File: src/rtl/sram_b_port_arbiter.sv
// Arbiter for an SRAM with one write port and one shared read port serving two requesters.
// Define SRAM_B_ARB_FIXED_PRIO_EN to make requester 0 always win contention instead of round-robin.
module sram_b_port_arbiter #(
    parameter int AW = 14,
    parameter int DW = 8
) (
    input  logic          CLK,
    input  logic          RST,
    input  logic          WR_VALID,
    output logic          WR_READY,
    input  logic [AW-1:0] WR_ADDR,
    input  logic [DW-1:0] WR_DATA,
    input  logic [DW-1:0] WR_MASK,
    input  logic          RD0_VALID,
    output logic          RD0_READY,
    input  logic [AW-1:0] RD0_ADDR,
    input  logic          RD1_VALID,
    output logic          RD1_READY,
    input  logic [AW-1:0] RD1_ADDR,
    output logic          RSP_VALID,
    input  logic          RSP_READY,
    output logic          RSP_ID,
    output logic [DW-1:0] RSP_DATA,
    output logic          SRAM_CE0,
    output logic          SRAM_WE0,
    output logic [AW-1:0] SRAM_A0,
    output logic [DW-1:0] SRAM_D0,
    output logic [DW-1:0] SRAM_WEM0,
    output logic          SRAM_CE1,
    output logic [AW-1:0] SRAM_A1,
    input  logic [DW-1:0] SRAM_Q1
);

    logic          wr_hs;
    logic          pop;
    logic          credit_ok;
    logic          elig0, elig1;
    logic          gnt0, gnt1, gnt_any;
    logic [1:0]    credit;
    logic          inflight, inflight_id;
    logic [DW-1:0] fifo_data [2];
    logic          fifo_id   [2];
    logic          rd_ptr, wr_ptr;
    logic [1:0]    count;
`ifndef SRAM_B_ARB_FIXED_PRIO_EN
    logic          last_gnt;
`endif

    assign WR_READY  = ~RST;
    assign wr_hs     = WR_VALID & WR_READY;
    assign SRAM_CE0  = wr_hs;
    assign SRAM_WE0  = wr_hs;
    assign SRAM_A0   = wr_hs ? WR_ADDR : '0;
    assign SRAM_D0   = wr_hs ? WR_DATA : '0;
    assign SRAM_WEM0 = wr_hs ? WR_MASK : '0;

    assign RSP_VALID = (count != 2'd0) & ~RST;
    assign RSP_ID    = RST ? 1'b0 : fifo_id[rd_ptr];
    assign RSP_DATA  = RST ? '0 : fifo_data[rd_ptr];
    assign pop       = RSP_VALID & RSP_READY;

    // A pop in the same cycle frees a slot, which keeps one read per cycle at full throughput.
    assign credit_ok = (credit != 2'd0) | pop;
    assign elig0     = ~RST & RD0_VALID & credit_ok & ~(wr_hs & (WR_ADDR == RD0_ADDR));
    assign elig1     = ~RST & RD1_VALID & credit_ok & ~(wr_hs & (WR_ADDR == RD1_ADDR));

    always_comb begin
        gnt0 = 1'b0;
        gnt1 = 1'b0;
        if (elig0 && elig1) begin
`ifdef SRAM_B_ARB_FIXED_PRIO_EN
            gnt0 = 1'b1;
`else
            gnt0 = last_gnt;
            gnt1 = ~last_gnt;
`endif
        end else begin
            gnt0 = elig0;
            gnt1 = elig1;
        end
    end

    assign gnt_any   = gnt0 | gnt1;
    assign RD0_READY = gnt0;
    assign RD1_READY = gnt1;
    assign SRAM_CE1  = gnt_any;
    assign SRAM_A1   = gnt1 ? RD1_ADDR : (gnt0 ? RD0_ADDR : '0);

    // Credit tracks in-flight plus queued reads, so the 2-entry FIFO cannot overflow.
    always_ff @(posedge CLK) begin
        if (RST) begin
            credit       <= 2'd2;
            inflight     <= 1'b0;
            inflight_id  <= 1'b0;
            rd_ptr       <= 1'b0;
            wr_ptr       <= 1'b0;
            count        <= 2'd0;
            fifo_data[0] <= '0;
            fifo_data[1] <= '0;
            fifo_id[0]   <= 1'b0;
            fifo_id[1]   <= 1'b0;
        end else begin
            inflight    <= gnt_any;
            inflight_id <= gnt1;
            if (gnt_any && !pop)
                credit <= credit - 2'd1;
            else if (pop && !gnt_any)
                credit <= credit + 2'd1;
            if (inflight) begin
                fifo_data[wr_ptr] <= SRAM_Q1;
                fifo_id[wr_ptr]   <= inflight_id;
                wr_ptr            <= ~wr_ptr;
            end
            if (pop)
                rd_ptr <= ~rd_ptr;
            count <= count + {1'b0, inflight} - {1'b0, pop};
        end
    end

`ifndef SRAM_B_ARB_FIXED_PRIO_EN
    // Pointer resets to 1 so requester 0 takes the first contention.
    always_ff @(posedge CLK) begin
        if (RST)
            last_gnt <= 1'b1;
        else if (gnt_any)
            last_gnt <= gnt1;
    end
`endif

endmodule

File: config.mk
export PLATFORM = sky130hd
export DESIGN_NAME = sram_b_port_arbiter
export DESIGN_NICKNAME = d
export VERILOG_FILES = /design/src/rtl/sram_b_port_arbiter.sv
export SDC_FILE = /design/constraint.sdc
export NUM_CORES = 1
export LEC_CHECK = 0
export ABC_AREA = 1
export BUFFER_PORTS_ARGS = -buffer_cell sky130_fd_sc_hd__buf_2
export CORE_ASPECT_RATIO = 1.1
export CORE_MARGIN = 2
export CORE_UTILIZATION = 45
export DETAILED_ROUTE_END_ITERATION = 16
export PLACE_DENSITY = 0.78
export SETUP_SLACK_MARGIN = 0.02
export SLEW_MARGIN = 20
export SYNTH_ARGS = -nofsm -noshare
export SYNTH_HDL_FRONTEND = slang
export SYNTH_SLANG_ARGS = --single-unit
File: constraint.sdc
create_clock -name CLK -period 2.2 [get_ports CLK]
set_clock_uncertainty 0.05 [all_clocks]
set_input_delay 0.33 -clock CLK [delete_from_list [all_inputs] [get_ports CLK]]
set_output_delay 0.33 -clock CLK [all_outputs]
set_load 0.02 [all_outputs]
## After elaboration in Yosys (flattened, before gate mapping)

Memory sizes are Yosys's and may differ from the RTL's. A register that Yosys moved wholly into a read port is not among the register bits.
Index checks and enable logic that the tools add are counted.

| storage, ports and cells | value |
|---|---|
| output and inout bits | 60 |
| RAM bits | 18 |
| register bits | 9 |
| bits of input ports | 72 |
| memories | 2 |
| word-level logic and storage cells | 70 |

| operators by class | value |
|---|---|
| bitwise operators | 19 |
| mux-type cells | 26 |
| reductions and logical operators | 10 |
| eq/ne operators | 2 |
| $add $sub $neg | 4 |

Memory list:

| memory | depth | width | rd ports | clocked after Yosys merged registers in | write ports | line | text |
|---|---|---|---|---|---|---|---|
| fifo_data | 2 | 8 | 1 | 1 | 2 | 41 | `logic [DW-1:0] fifo_data [2];` |
| fifo_id | 2 | 1 | 1 | 1 | 2 | 42 | `logic fifo_id [2];` |

Operators with widths:

| kind | count |
|---|---|
| 14-bit two-way mux | 3 |
| 8-bit two-way mux | 4 |
| 14-bit equality test | 2 |
| 1-bit two-way mux | 17 |
| 1-bit AND | 11 |
| 8-bit OR reduction | 1 |
| 1-bit inverter | 6 |
| 2-bit nonzero test | 3 |
| 2-bit two-way mux | 2 |
| 1-bit logical AND | 3 |
| 2-bit by 1-bit adder with 2-bit output | 1 |
| 2-bit by 1-bit adder with 2-bit output, second input constant | 1 |
| 1-bit zero test | 2 |
| 1-bit bitwise OR | 2 |
| 2-bit by 1-bit subtractor with 2-bit output | 1 |
| 2-bit by 1-bit subtractor with 2-bit output, second input constant | 1 |
| 1-bit OR reduction | 1 |

## Logic depth before layout (Yosys ltp)

| logic depth | value |
|---|---|
| word-level depth | 13 |
| depth in mapped cells | 17 |
| gate-level depth less buffers | 17 |

## Least setup slack after synthesis

Ideal clock, no wire load.

| path | value |
|---|---|
| path type | input to register |
| start | input port WR_VALID |
| end | register credit[1] |
| library setup time | 0.123 ns |
| required time | 2.027 ns |
| data arrival time | 2.085 ns |
| path slack | -0.058 ns |
| path buffers | 0 |
| cell stages on the path | 17 |
| cell sequence | inv_2 > nor2_2 > nand2_1 > nor2_1 > nand2_2 > nor2_4 > nand2_2 > nand3_4 > nand2_1 > nand2_1 > ha_1 > inv_1 > nand2_1 > nor2_1 > inv_1 > a21oi_1 > o21ai_0 |

| on the way | value |
|---|---|
| cells in the longest elaborated chain, start to end | 10 |
| elaborated cells between the ends (all ways) | 16 |
| classes of those cells | mux: 3; bitwise: 8; reduce/logical: 5 |

RTL lines:

| what | line | text |
|---|---|---|
| start: declaration | 9 | `input logic WR_VALID,` |
| 1-bit AND * | 50 | `assign wr_hs = WR_VALID & WR_READY;` |
| via SRAM_CE0 | 24 | `output logic SRAM_CE0,` |
| 1-bit AND, on equally long branches | 64, 65 |  |
| 1-bit inverter, on equally long branches | 64, 65 |  |
| 1-bit AND, on equally long branches | 64, 65 |  |
| 1-bit logical AND | 70 | `if (elig0 && elig1) begin` |
| 1-bit two-way mux | 70 |  |
| 1-bit bitwise OR * | 83 | `assign gnt_any = gnt0 \| gnt1;` |
| via SRAM_CE1 | 29 | `output logic SRAM_CE1,` |
| 1-bit zero test | 107 | `else if (pop && !gnt_any)` |
| 1-bit logical AND | 107 |  |
| 2-bit nonzero test (no source line) | n/a |  |
| end signal: assignment | 106 | `credit <= credit - 2'd1;` |
| end signal: assignment | 108 | `credit <= credit + 2'd1;` |
| end: declaration | 39 | `logic [1:0] credit;` |

Mark *: on every way through the listed nets, which the timed path passes. The rest lies on a longest branch.
A chain may end at the register's enable or synchronous reset.

## Worst setup path in the final report

| path | value |
|---|---|
| start | register count[1] |
| end | output port SRAM_A1[6] |

| on the way | value |
|---|---|
| cells in the longest elaborated chain, start to end | 10 |
| elaborated cells between the ends (all ways) | 13 |
| classes of those cells | mux: 4; bitwise: 7; reduce/logical: 2 |

RTL lines:

| what | line | text |
|---|---|---|
| start: declaration | 44 | `logic [1:0] count;` |
| start signal: assignment | 116 | `count <= count + {1'b0, inflight} - {1'b0, pop};` |
| 2-bit nonzero test * | 57 | `assign RSP_VALID = (count != 2'd0) & ~RST;` |
| 1-bit AND * | 57 |  |
| 1-bit AND * | 60 | `assign pop = RSP_VALID & RSP_READY;` |
| 1-bit bitwise OR * | 63 | `assign credit_ok = (credit != 2'd0) \| pop;` |
| 1-bit AND, on equally long branches (2 in series) | 64, 65 |  |
| 1-bit logical AND | 70 |  |
| 1-bit two-way mux | 70 |  |
| 14-bit two-way mux | 87 | `assign SRAM_A1 = gnt1 ? RD1_ADDR : (gnt0 ? RD0_ADDR : '0);` |
| 14-bit two-way mux * | 87 |  |
| end: declaration | 30 | `output logic [AW-1:0] SRAM_A1,` |

Every way passes the cells marked *; elsewhere a longest branch is shown, timed or not.

==> impl_metrics.env <==
export IMPL_firstDrtPassIters=4
export IMPL_yosysUniqueCellTypes=24
export IMPL_timing_rr_end="credit[1]"
export IMPL_slew_violations=0
export IMPL_worst_pin_slew_ns=0.413
export IMPL_yosysTopAreaCell="edfxtp_1"
export IMPL_root_buffer="clkbuf_8"
export IMPL_synthCells=419
export IMPL_finalHoldViolCount=0
export IMPL_ys_seq_area_share_pct=30.6
export IMPL_yosys_warnings=0
export IMPL_antenna_found_initial=0
export IMPL_rsz0062_at_grt="true"
export IMPL_met3WireLength_um=535
export IMPL_grt_pass1_wl_um=10500
export IMPL_clk_pin_slew_worst_paths_ns=0.08
export IMPL_ys_ff_latch=28
export IMPL_place_gp_congestion=0.906
export IMPL_wl_um=7170
export IMPL_intPower_w=0.00108
export IMPL_p_total_w=0.00176
export IMPL_syn_area_um2=2420
export IMPL_reg2regPathDepth=16
export IMPL_h_tree_depth=1
export IMPL_postCtsHoldBufs=0
export IMPL_slew_headroom_pct=72.4
export IMPL_place_ws_ns=-0.0315
export IMPL_synth_area_leaders="edfxtp_1 22%, nand2_1 19%, nor2_1 16%"
export IMPL_tns_ns=0
export IMPL_pwr_share_comb_pct=46.4
export IMPL_synth_nets=494
export IMPL_worstSetupPathType="flop to output pin"
export IMPL_power_switching_w=0.000674
export IMPL_coreArea_um2=5290
export IMPL_yosysTopAreaCellShare_pct=22.3
export IMPL_critPathLaunchType="flop"
export IMPL_p_leak_nw=2.17
export IMPL_layout_area_overhead_vs_synth_pct=40.8
export IMPL_pwr_share_clk_pct=15.2
export IMPL_wl_met1_um=2710
export IMPL_ioPinCount=132
export IMPL_ir_drop_mv=0.564
export IMPL_status="finished clean"
export IMPL_setup_viol=0
export IMPL_fin_cells=632
export IMPL_swShare_pct=38.4
export IMPL_avgSynthCellArea_um2=5.78
export IMPL_die_area_um2=5980
export IMPL_nNetsFinal=633
export IMPL_cp_data_arrival_time_ns=1.73
export IMPL_finalCriticalPeriod_ns=2.11
export IMPL_cts_made_buffers=3
export IMPL_gr_total_overflow=0
export IMPL_slowest_delay_ns=0.35
export IMPL_fin_ws_ns=0.0899
export IMPL_start_util_pct=45.7
export IMPL_seqPwrFrac_pct=38.4
export IMPL_maxCapViolations=0
export IMPL_hp_class="input pin to flop"
export IMPL_r2r_start="count[1]"
export IMPL_num_vias=2958
export IMPL_clkSinkCount=28
export IMPL_max_freq_ghz=0.474
export IMPL_dp_hpwl_um=5560
export IMPL_n_antenna_cell=0
export IMPL_drive_gt1_share_pct=31.1
export IMPL_detail_route_antenna_nets=0
export IMPL_die_h_um=80.9
export IMPL_cpMaxStageDelayCell="dfxtp_2"
export IMPL_crit_top_cell="nor2_2"
export IMPL_critPathMaxFanout=7
export IMPL_path_cells="nor2_2, nor2_2, nand2_2, nand2_4, nand3_4, a21oi_4, clkbuf_16, nand3_1, nand2_1, buf_6"
export IMPL_regToRegSetupSlack_ns=0.20
export IMPL_cts_tree="yes"
export IMPL_clk_latency_ns=0.26
export IMPL_std_cell_rows=28
export IMPL_drt_wirelength_per_cell_um=11.3
export IMPL_crit_cells=10
export IMPL_path_buf_inv=2
export IMPL_fp_dieW_um=73.9
export IMPL_dr_first_iter_drc_count=176
export IMPL_period_share_pct=95.9
export IMPL_crit_required_ns=1.82
export IMPL_wl_met2_um=3740
export IMPL_grt_usage_pct=22.2
export IMPL_dp_cells=624
export IMPL_grt_start_max_net_pins=31
export IMPL_cp_top_family="simple AND/OR/NAND/NOR gates"
export IMPL_power_density_nw_per_um2=515
export IMPL_numPortBuffers=131
export IMPL_worst_setup_path_end_kind="output pin"
export IMPL_drc_errors=0
export IMPL_viasPerCell=4.68
export IMPL_crit_end="SRAM_A1[6]"
export IMPL_cts_buffer_depth=2
export IMPL_worstSetupStartpoint="count[1]"
export IMPL_highest_layer="met4"
export IMPL_grt_pass1_vias=2543
==> final cells by class <==
type	count	area (um^2)
fill	498	1880
multi-input combinational	296	1330
timing repair buffer	146	881
sequential	28	743
inverter	83	312
tap	75	93.8
clock buffer	3	41.3
clock inverter	1	3.75
==> layer usage <==
metal	up-vias	GRT usage, %
li1	1523	-
met1	1290	24.7
met2	123	42.5
met3	22	2.61
met4	0	8.18
met5	-	0
==> synthesized netlist by cell type <==
| library cell | instances |
|---|---|
| clkbuf_1 | 6 |
| nand3_4 | 1 |
| nand2_2 | 5 |
| buf_6 | 3 |
| nand3_2 | 3 |
| xnor2_1 | 1 |
| o21ai_0 | 16 |
| dfxtp_1 | 10 |
| inv_2 | 3 |
| buf_4 | 2 |
| clkinv_1 | 1 |
| nand3_1 | 32 |
| xor2_1 | 2 |
| a21oi_2 | 1 |
| buf_2 | 1 |
| a21oi_1 | 3 |
| nor2_2 | 2 |
| a21oi_4 | 1 |
| nor2_1 | 102 |
| nand2_1 | 123 |
| inv_1 | 79 |
| edfxtp_1 | 18 |
| nor2_4 | 1 |
| ha_1 | 3 |
==> worst min-delay path by stage <==
| stage | from | endpoint | slack [ns] | cells past startpoint |
|---|---|---|---|---|
| after floorplan | RST | count[0] | 0.35 | 1 |
| after global placement | count[1] | count[1] | 0.39 | 1 |
| after detailed placement | count[1] | count[1] | 0.41 | 1 |
| after CTS | RST | flop | 0.32 | 2 |
| after global routing | RST | count[0] | 0.32 | 2 |
| final | RST | count[0] | 0.31 | 2 |
==> metrics by stage <==
stage	cell area [um^2]	util, %	hold slack, ns
final	3410	64.4	0.313
after global routing	3410	64.4	0.323
after floorplan	2440	-	0.351
after detailed placement	3200	60.5	0.408
after CTS	3260	61.6	0.319
after global placement	3200	60.5	0.391
==> registers in the layout, summed over array words and instances (netlist names), named ones only <==
signal	count
count	2
credit	2
fifo_data	16
fifo_id	2
inflight	1
inflight_id	1
last_gnt	1
rd_ptr	1
wr_ptr	1
==> cell usage in the layout (no fill, tap or decap) <==
cell	netlist	layout
a21oi_1	3	3
a21oi_4	1	2
buf_2	1	117
buf_4	2	14
buf_6	3	12
buf_8	0	2
clkbuf_16	0	1
clkbuf_8	0	3
clkinv_1	1	2
dfxtp_1	10	8
dfxtp_2	0	2
edfxtp_1	18	18
ha_1	3	3
inv_1	79	79
inv_2	3	3
nand2_1	123	120
nand2_2	5	6
nand2_4	0	2
nand3_1	32	32
nand3_2	3	2
nand3_4	1	2
nor2_1	102	100
nor2_2	2	3
nor2_4	1	2
o21ai_0	16	16
xnor2_1	1	1
xor2_1	2	2
==> logic make-up after synthesis <==
family	count (synthesis)	synth area share, %
xor+xnor	3	1.09
buf+inv	95	16.0
flops	28	30.6
fa+ha+maj	3	1.55
simple gates	269	45.8
compound gates	21	4.96
==> power by group through the flow <==
stage | Combinational [W] | Clock [W] | Sequential (W)
after floorplan | 0.000487 | 0 | 0.000666
after global placement | 0.000716 | 0 | 0.000678
after detailed placement | 0.000735 | 0 | 0.000682
after CTS | 0.000744 | 0.000273 | 0.000671
after global routing | 0.000905 | 0.000291 | 0.000684
final | 0.000814 | 0.000267 | 0.000675
==> repair_timing <==
item / CTS / global route
gates cloned: 0 / 1
gates resized for setup: 3 / 33
buffers inserted: 0 / 3
endpoints found under the setup margin: 14 / 17
pin swaps: 0 / 2
Power figures use the tool's default switching activity.
